File: config.mk
export PLATFORM = sky130hd
export DESIGN_NAME = spi_slave_regs_flat
export DESIGN_NICKNAME = d
export VERILOG_FILES = /design/src/rtl/spi_slave_regs_if.sv /design/src/rtl/spi_slave_regs.sv /design/src/flat_wrapper.sv
export SDC_FILE = /design/constraint.sdc
export NUM_CORES = 1
export LEC_CHECK = 0
export ABC_AREA = 1
export CAP_MARGIN = 20
export CELL_PAD_IN_SITES_DETAIL_PLACEMENT = 1
export CELL_PAD_IN_SITES_GLOBAL_PLACEMENT = 1
export CORE_MARGIN = 5
export CORE_UTILIZATION = 43
export CTS_CLUSTER_SIZE = 16
export DETAILED_ROUTE_END_ITERATION = 8
export PLACE_DENSITY_LB_ADDON = 0.1
export RECOVER_POWER = 50
export SYNTH_ARGS = -nofsm -noshare
export SYNTH_HDL_FRONTEND = slang
export SYNTH_SLANG_ARGS = --single-unit
File: constraint.sdc
create_clock -name clk -period 1.7 [get_ports clk]
set_input_delay 0.425 -clock clk [delete_from_list [all_inputs] [get_ports clk]]
set_output_delay 0.425 -clock clk [all_outputs]
set_load 0.01 [all_outputs]
File: src/rtl/spi_slave_regs_if.sv
// rtl/spi_slave_regs_if.sv - SPI pins and host register port of spi_slave_regs
interface spi_slave_regs_if #(
  parameter int ADDR_LEN = 4
);
  logic                SPI_SCLK;
  logic                CS;
  logic                MOSI;
  logic                MISO;
  logic [ADDR_LEN-1:0] host_addr;
  logic                host_we;
  logic [7:0]          host_wdata;
  logic [7:0]          host_rdata;

  modport master (
    output SPI_SCLK, CS, MOSI, host_addr, host_we, host_wdata,
    input  MISO, host_rdata
  );

  modport slave (
    input  SPI_SCLK, CS, MOSI, host_addr, host_we, host_wdata,
    output MISO, host_rdata
  );
endinterface

File: src/rtl/spi_slave_regs.sv
// rtl/spi_slave_regs.sv - oversampled SPI responder over a byte-wide register file
module spi_slave_regs #(
  parameter int         REG_COUNT   = 16,
  parameter int         ADDR_LEN    = 4,
  parameter logic [7:0] STATUS_BYTE = 8'hA5
) (
  input  logic                clk,
  input  logic                rst,
  spi_slave_regs_if.slave     bus,
  input  logic                CPOL,
  input  logic                default_val,
  output logic                busy,
  output logic                spi_wr_strobe,
  output logic                spi_rd_strobe,
  output logic [ADDR_LEN-1:0] spi_addr
);

  typedef enum logic [1:0] {IDLE, CMD, DATA, WAIT_CS} state_t;

  state_t     state;
  logic [1:0] sclk_sync, cs_sync, mosi_sync;
  logic       s_q, cs_q;
  logic [4:0] bit_cnt;
  logic [7:0] rx_sr, tx_sr, commit_data;
  logic       is_read, in_range;
  logic [7:0] regs [REG_COUNT];

  logic       s, lead, trail, cs_fall, cs_high;
  logic [7:0] rx_next, rd_lookup;
  logic       cmd_in_range, host_in_range;

  always_comb begin
    s             = sclk_sync[1] ^ CPOL;
    lead          = s & ~s_q;
    trail         = ~s & s_q;
    cs_fall       = cs_q & ~cs_sync[1];
    cs_high       = cs_sync[1];
    rx_next       = {rx_sr[6:0], mosi_sync[1]};
    cmd_in_range  = ({25'd0, rx_next[6:0]} < REG_COUNT);
    host_in_range = ({{(32-ADDR_LEN){1'b0}}, bus.host_addr} < REG_COUNT);
    rd_lookup     = cmd_in_range ? regs[rx_next[ADDR_LEN-1:0]] : 8'h00;
  end

  // CS flops reset low so a frame already open at reset release never shows a falling edge
  always_ff @(posedge clk) begin
    if (rst) begin
      sclk_sync <= '0;
      cs_sync   <= '0;
      mosi_sync <= '0;
      s_q       <= 1'b0;
      cs_q      <= 1'b0;
    end else begin
      sclk_sync <= {sclk_sync[0], bus.SPI_SCLK};
      cs_sync   <= {cs_sync[0], bus.CS};
      mosi_sync <= {mosi_sync[0], bus.MOSI};
      s_q       <= s;
      cs_q      <= cs_sync[1];
    end
  end

  always_ff @(posedge clk) begin
    if (rst) begin
      state         <= IDLE;
      bus.MISO      <= default_val;
      busy          <= 1'b0;
      spi_wr_strobe <= 1'b0;
      spi_rd_strobe <= 1'b0;
      spi_addr      <= '0;
      bit_cnt       <= '0;
      rx_sr         <= '0;
      tx_sr         <= '0;
      commit_data   <= '0;
      is_read       <= 1'b0;
      in_range      <= 1'b0;
    end else begin
      spi_wr_strobe <= 1'b0;
      spi_rd_strobe <= 1'b0;
      case (state)
        IDLE: begin
          bus.MISO <= default_val;
          busy     <= 1'b0;
          bit_cnt  <= '0;
          if (cs_fall) begin
            state    <= CMD;
            busy     <= 1'b1;
            bus.MISO <= STATUS_BYTE[7];
            tx_sr    <= {STATUS_BYTE[6:0], 1'b0};
          end
        end
        CMD: begin
          if (lead) begin
            rx_sr   <= rx_next;
            bit_cnt <= bit_cnt + 5'd1;
            if (bit_cnt == 5'd7) begin
              is_read       <= rx_next[7];
              in_range      <= cmd_in_range;
              spi_addr      <= rx_next[ADDR_LEN-1:0];
              spi_rd_strobe <= rx_next[7];
              tx_sr         <= rd_lookup;
            end
          end else if (trail) begin
            bus.MISO <= tx_sr[7];
            tx_sr    <= {tx_sr[6:0], 1'b0};
            if (bit_cnt == 5'd8) begin
              state <= DATA;
              if (!is_read) bus.MISO <= default_val;
            end
          end
        end
        DATA: begin
          if (lead) begin
            rx_sr   <= rx_next;
            bit_cnt <= bit_cnt + 5'd1;
            if (bit_cnt == 5'd15) begin
              state         <= WAIT_CS;
              bus.MISO      <= default_val;
              commit_data   <= rx_next;
              spi_wr_strobe <= !is_read && in_range;
            end
          end else if (trail) begin
            bus.MISO <= is_read ? tx_sr[7] : default_val;
            tx_sr    <= {tx_sr[6:0], 1'b0};
          end
        end
        WAIT_CS: bus.MISO <= default_val;
        default: state <= IDLE;
      endcase
      if (state != IDLE && cs_high) begin
        state         <= IDLE;
        busy          <= 1'b0;
        bus.MISO      <= default_val;
        spi_wr_strobe <= 1'b0;
      end
    end
  end

  // SPI commit is written last so it wins a same-address collision with the host
  always_ff @(posedge clk) begin
    if (rst) begin
      for (int i = 0; i < REG_COUNT; i++) regs[i] <= 8'h00;
      bus.host_rdata <= 8'h00;
    end else begin
      if (bus.host_we && host_in_range) regs[bus.host_addr] <= bus.host_wdata;
      if (spi_wr_strobe) regs[spi_addr] <= commit_data;
      bus.host_rdata <= host_in_range ? regs[bus.host_addr] : 8'h00;
    end
  end

endmodule

File: src/flat_wrapper.sv
// flat-port wrapper written by rule: the top's interface ports become plain ports
module spi_slave_regs_flat 
#(
  parameter int         REG_COUNT   = 16,
  parameter int         ADDR_LEN    = 4,
  parameter logic [7:0] STATUS_BYTE = 8'hA5
)
  (clk, rst, CPOL, default_val, busy, spi_wr_strobe, spi_rd_strobe, spi_addr, bus_SPI_SCLK, bus_CS, bus_MOSI, bus_host_addr, bus_host_we, bus_host_wdata, bus_MISO, bus_host_rdata);
  spi_slave_regs_if #(.ADDR_LEN(ADDR_LEN)) bus_i ();
  input  logic clk;
  input  logic rst;
  input  logic CPOL;
  input  logic default_val;
  output logic busy;
  output logic spi_wr_strobe;
  output logic spi_rd_strobe;
  output logic [ADDR_LEN-1:0] spi_addr;
  input wire logic [$bits(bus_i.SPI_SCLK)-1:0] bus_SPI_SCLK;
  input wire logic [$bits(bus_i.CS)-1:0] bus_CS;
  input wire logic [$bits(bus_i.MOSI)-1:0] bus_MOSI;
  input wire logic [$bits(bus_i.host_addr)-1:0] bus_host_addr;
  input wire logic [$bits(bus_i.host_we)-1:0] bus_host_we;
  input wire logic [$bits(bus_i.host_wdata)-1:0] bus_host_wdata;
  output wire logic [$bits(bus_i.MISO)-1:0] bus_MISO;
  output wire logic [$bits(bus_i.host_rdata)-1:0] bus_host_rdata;
  assign bus_i.SPI_SCLK = bus_SPI_SCLK;
  assign bus_i.CS = bus_CS;
  assign bus_i.MOSI = bus_MOSI;
  assign bus_i.host_addr = bus_host_addr;
  assign bus_i.host_we = bus_host_we;
  assign bus_i.host_wdata = bus_host_wdata;
  assign bus_MISO = bus_i.MISO;
  assign bus_host_rdata = bus_i.host_rdata;
  spi_slave_regs #(.REG_COUNT(REG_COUNT), .ADDR_LEN(ADDR_LEN), .STATUS_BYTE(STATUS_BYTE)) u_core (.clk(clk), .rst(rst), .bus(bus_i), .CPOL(CPOL), .default_val(default_val), .busy(busy), .spi_wr_strobe(spi_wr_strobe), .spi_rd_strobe(spi_rd_strobe), .spi_addr(spi_addr));
endmodule
# Word level (Yosys, flattened, before mapping)

Memories as Yosys holds them, arrays and structs flattened. A register that Yosys moved wholly into a read port is not among the register bits.
Cells that the tools add are included.

Reductions and logical operators: 20
Add/sub/neg operators: 1
Bitwise operators: 12
Eq/ne operators: 19
Multiplexer cells: 42
Magnitude comparators: 1

Operators by type and width:

| kind                  | number |
|---|---|
| $mux W8               | 8 |
| $pmux W8 S3           | 1 |
| $mux W1               | 21 |
| $reduce_or A8 Y1      | 2 |
| $mux W2               | 6 |
| $ne A2 B1 Y1 const B  | 6 |
| $eq A5 B4 Y1 const B  | 2 |
| $pmux W5 S2           | 1 |
| $mux W4               | 2 |
| $not A1 Y1            | 8 |
| $reduce_and A4 Y1     | 2 |
| $lt A7 B5 Y1 const B  | 1 |
| $reduce_and A7 Y1     | 1 |
| $pmux W2 S3           | 1 |
| $reduce_and A3 Y1     | 2 |
| $add A5 B1 Y5 const B | 1 |
| $eq A5 B3 Y1 const B  | 1 |
| $mux W5               | 1 |
| $ne A5 B2 Y1 const B  | 1 |
| $ne A5 B5 Y1 const B  | 1 |
| $reduce_or A5 Y1      | 1 |
| $eq A2 B2 Y1 const B  | 2 |
| $ne A2 B2 Y1 const B  | 2 |
| $ne A4 B2 Y1 const B  | 1 |
| 14 further kinds      | 20 |

Logic and storage cells: 113
Memories: 1
Output and inout port bits: 16
Flip-flop bits (word level): 48
RAM bits: 128
Input bits: 20

Memory list:

| name        | depth | bits a word | read ports | clocked after Yosys merged registers in | write ports | RTL line             | source |
|---|---|---|---|---|---|---|---|
| u_core.regs | 16    | 8           | 2          | 1                                       | 16          | spi_slave_regs.sv:26 | `logic [7:0] regs [REG_COUNT];` |

# Logic depth before layout (Yosys ltp)

Gate-level depths: netlist of run 1.

Depth in word-level cells: 8
Depth in mapped cells: 13
Depth with buffers taken out: 11

# Worst setup path after synthesis of run 1

No wires, ideal clock.

Path type: input to register
Start: input port bus_host_addr[1]
End: memory u_core.regs[3][0], enable pin
Data required time: 1.324 ns
Setup slack: -0.155 ns
Data arrival time: 1.479 ns
Path buffers: 2
Stages on the path: 6
Setup time: 0.376 ns
Cells stage by stage: buf_4 > nand2_1 > buf_2 > nor2_2 > inv_2 > o211ai_1

RTL lines:

| item        | RTL line             | source |
|---|---|---|
| from (decl) | flat_wrapper.sv:21   | `input wire logic [$bits(bus_i.host_addr)-1:0] bus_host_addr;` |
| to (decl)   | spi_slave_regs.sv:26 |  |

==> flow_summary.json, run 1 <==
{
  "r2r_setup_slack_ns": 0.004,
  "die-area_um2": 26650,
  "start_util_pct": 43.41,
  "final_core_utilization_pct": 56.55,
  "hold_path.class": "flop to flop",
  "period_share_pct": 99.78,
  "grt_pass1_vias": 10349,
  "grt_overflow": 0,
  "core_um2": 23260,
  "slew_headroom_pct": 69.10,
  "yosysUniqueCellTypes": 37,
  "yosysTopAreaCellShare_pct": 38.36,
  "route.detailed.drc": 0,
  "ys_top_cells_by_area": "edfxtp_1 38%, dfxtp_1 11%, nand2_1 8.9%, o22ai_1 6.0%, nand3_1 5.9%",
  "drt_iter0_markers": 1196,
  "clk_pin_slew_ns": 0.07,
  "cp_max_fo": 8,
  "rr_endpoint": "u_core.regs[8][7]",
  "p_leak_nw": 5.253,
  "ff2ff_path_depth": 6,
  "instances_no_fill": 1691,
  "critical_path_class": "flop to flop",
  "ios": 36,
  "worst_setup_path_start_kind": "flop",
  "cts-root-buf": "clkbuf_16",
  "cp-end-kind": "flop",
  "grtUsageTotal_pct": 31.20,
  "grt_max_degree": 40,
  "via_per_inst": 6.185,
  "syn_area_um2": 10100,
  "dp_hpwl_mm": 29.43,
  "place_inst": 1649,
  "min_from": "u_core.mosi_sync[0]",
  "period_needed_ns": 1.696,
  "area_growth_pct": 30.27,
  "io_buffer_count": 35,
  "cts_buffer_depth": 2,
  "ir_drop_mv": 0.5777,
  "cts.hold.buffers_added": 0,
  "die_h_um": 163.2,
  "antenna_found_initial": 1,
  "numCtsBuffers": 17,
  "syn_avg_cell_area_um2": 8.386,
  "worst_ep_required_time_ns": 1.87,
  "seq_area_frac_synth_pct": 49.27,
  "design_area_um2": 13150,
  "hold_path_end": "u_core.mosi_sync[1]",
  "r2r-start": "u_core.spi_addr[1]",
  "synthFlopType": "edfxtp_1",
  "status": "finished, final reports clean",
  "yosysTopAreaCell": "edfxtp_1",
  "rsz0062_at_grt": "true",
  "hold_viol": 0,
  "synth_edf_count": 129,
  "drive_gt1_share_pct": 22.89,
  "syn_nets": 1233,
  "rows": 56,
  "insertedDiodeCount": 0,
  "grt_pass1_wl_mm": 62.24,
  "fin_nets": 1388,
  "cts_tree": "built",
  "synthCells": 1204,
  "die_w_um": 163.2,
  "cts.sinks": 184,
  "maxCapViolations": 0,
  "synth_seq_cells": 184,
  "h-tree-depth": 4,
  "crit_arrival_ns": 1.86,
  "wl_mm": 43.37,
  "ys_warn_count": 0,
  "synthArstFlopShare_pct": 0,
  "p_total_w": 0.01257,
  "p_per_area_nw_per_um2": 955.8,
  "worst_clock_skew_ns": 0.01839,
  "clock.fmax_mhz": 589.6,
  "antenna_left": 0,
  "post_drt_wl_per_cell_um": 25.65,
  "placed_cell_area_um2": 12190,
  "clkLatencyLatePin_ns": 0.45,
  "gp_congestion": 0.9083,
  "worst_slew_pin_slew_ns": 0.4635,
  "setup_viol": 0,
  "dr.pass1.iters": 6,
  "report.final.slew_viol_count": 0,
  "hold_path_depth": 2,
  "vias": 10459
}
==> critical path: stages, from the launching register on <==
cell	delay, ns
dfxtp_4	0.38
buf_4	0.17
nor3_2	0.19
buf_4	0.19
nand2_1	0.15
nand3b_1	0.18
buf_12	0.15
==> registers in the layout, summed over array words and instances (netlist names), 2 cells and up <==
name                   cells
u_core.rx_sr               7
u_core.sclk_sync           2
u_core.bus.host_rdata      8
u_core.spi_addr            4
u_core.cs_sync             2
u_core.regs              128
u_core.state               2
u_core.tx_sr               8
u_core.bit_cnt             5
u_core.mosi_sync           2
u_core.commit_data         8
==> cells in the mapped netlist (20+ instances only) <==
library cell  count
dfxtp_1          55
buf_2            28
inv_1           131
a21oi_1          48
nand2_1         239
o21ai_0          48
edfxtp_1        129
o21ai_1          40
o221ai_1         20
nor2_1           59
a22oi_1          32
clkbuf_1         30
o22ai_1          97
o211ai_1         37
nand3_1         119
==> stage by stage <==
stage	setup TNS [ns]	worst slack (ns)	hold WS [ns]
3_3_place_gp	-144.87	-0.6264	0.3992
5_1_grt	-0.3426	-0.06557	0.4227
6_report	0	0.003815	0.4015
2_1_floorplan	-0.08950	-0.01119	0.3883
3_5_place_dp	-161.15	-0.6737	0.3932
4_1_cts	0	0.002123	0.4113
==> per-layer routing <==
layer	vias up	global-route usage [%]	wire, um
met3	144	6.712	4741
li1	4569	-	-
met5	-	0	0
met1	5098	41.09	16770
met2	648	50.79	20090
met4	0	11.55	1778
==> where the power goes <==
part / switching [W] / leakage [nW] / internal (W)
Combinational: 0.00205 / 3.28 / 0.00120
Clock: 0.00194 / 0.289 / 0.00204
Sequential: 0.000227 / 1.68 / 0.00511
==> cell usage in the layout (no fill, tap or decap), types with 18 or more instances in the layout <==
master         netlist  final
nor2_2              12     18
o21ai_0             48     46
buf_12               0     33
o221ai_1            20     20
edfxtp_1           129    129
inv_1              131    128
clkbuf_16            0     23
nor2_1              59     48
a21oi_1             48     44
o211ai_1            37     37
nand3_1            119    114
buf_4                8    125
o22ai_1             97     97
nand2_1            239    216
dlygate4sd2_1        0     19
o21ai_1             40     41
dfxtp_1             55     45
a22oi_1             32     32
nand2_2              6     21
==> what timing repair did <==
| item | CTS | global route |
|---|---|---|
| hold endpoints to repair | 0 | 0 |
| buffers inserted | 2 | 3 |
| cloned | 0 | 5 |
| endpoints found under the setup margin | 270 | 86 |
| pin swaps | 5 | 20 |
| resized for setup | 42 | 60 |
==> how the worst max path moves through the flow <==
| stage | start | cells after the start | slack [ns] | to |
|---|---|---|---|---|
| after floorplan | rst | 6 | -0.01 | u_core.regs[3][0] |
| after global placement | bus_host_addr[0] | 9 | -0.63 | u_core.regs[13][4] |
| after detailed placement | bus_host_addr[0] | 9 | -0.67 | u_core.regs[13][0] |
| after CTS | bus_host_we | 7 | 0.002 | u_core.regs[8][6] |
| after global routing | u_core.bit_cnt[1] | 10 | -0.07 | u_core.state[0] |
| final | u_core.spi_addr[1] | 6 | 0.004 | u_core.regs[8][7] |
==> logic make-up (layout without fill, tap and decap cells) <==
logic type | after synthesis | in the layout | synth area share, %
fa+ha+maj | 9 | 9 | 1.115
xor+xnor | 3 | 3 | 0.2603
compound gates | 327 | 327 | 20.02
flops | 184 | 184 | 49.27
simple gates | 464 | 464 | 20.62
buf+inv | 217 | 385 | 8.711
==> layout make-up <==
class	count	area, um^2
repair buffers	204	2122
clock buffers	19	464.2
clock inverters	13	106.4
multi-input cells	803	4479
inverters	149	590.6
well taps	319	399.1
flip-flops and latches	184	4992
fillers	2746	10110
Power figures use the tool's default switching activity.
==> inputs of run 2 (changes only) <==
--- a/config.mk
+++ b/config.mk
@@ -15,6 +15,7 @@
 export DETAILED_ROUTE_END_ITERATION = 8
 export PLACE_DENSITY_LB_ADDON = 0.1
 export RECOVER_POWER = 50
+export SLEW_MARGIN = 15
 export SYNTH_ARGS = -nofsm -noshare
 export SYNTH_HDL_FRONTEND = slang
 export SYNTH_SLANG_ARGS = --single-unit
==> results of run 2 <==
The final DEF is identical to that of run 1; final timing and power are the same.
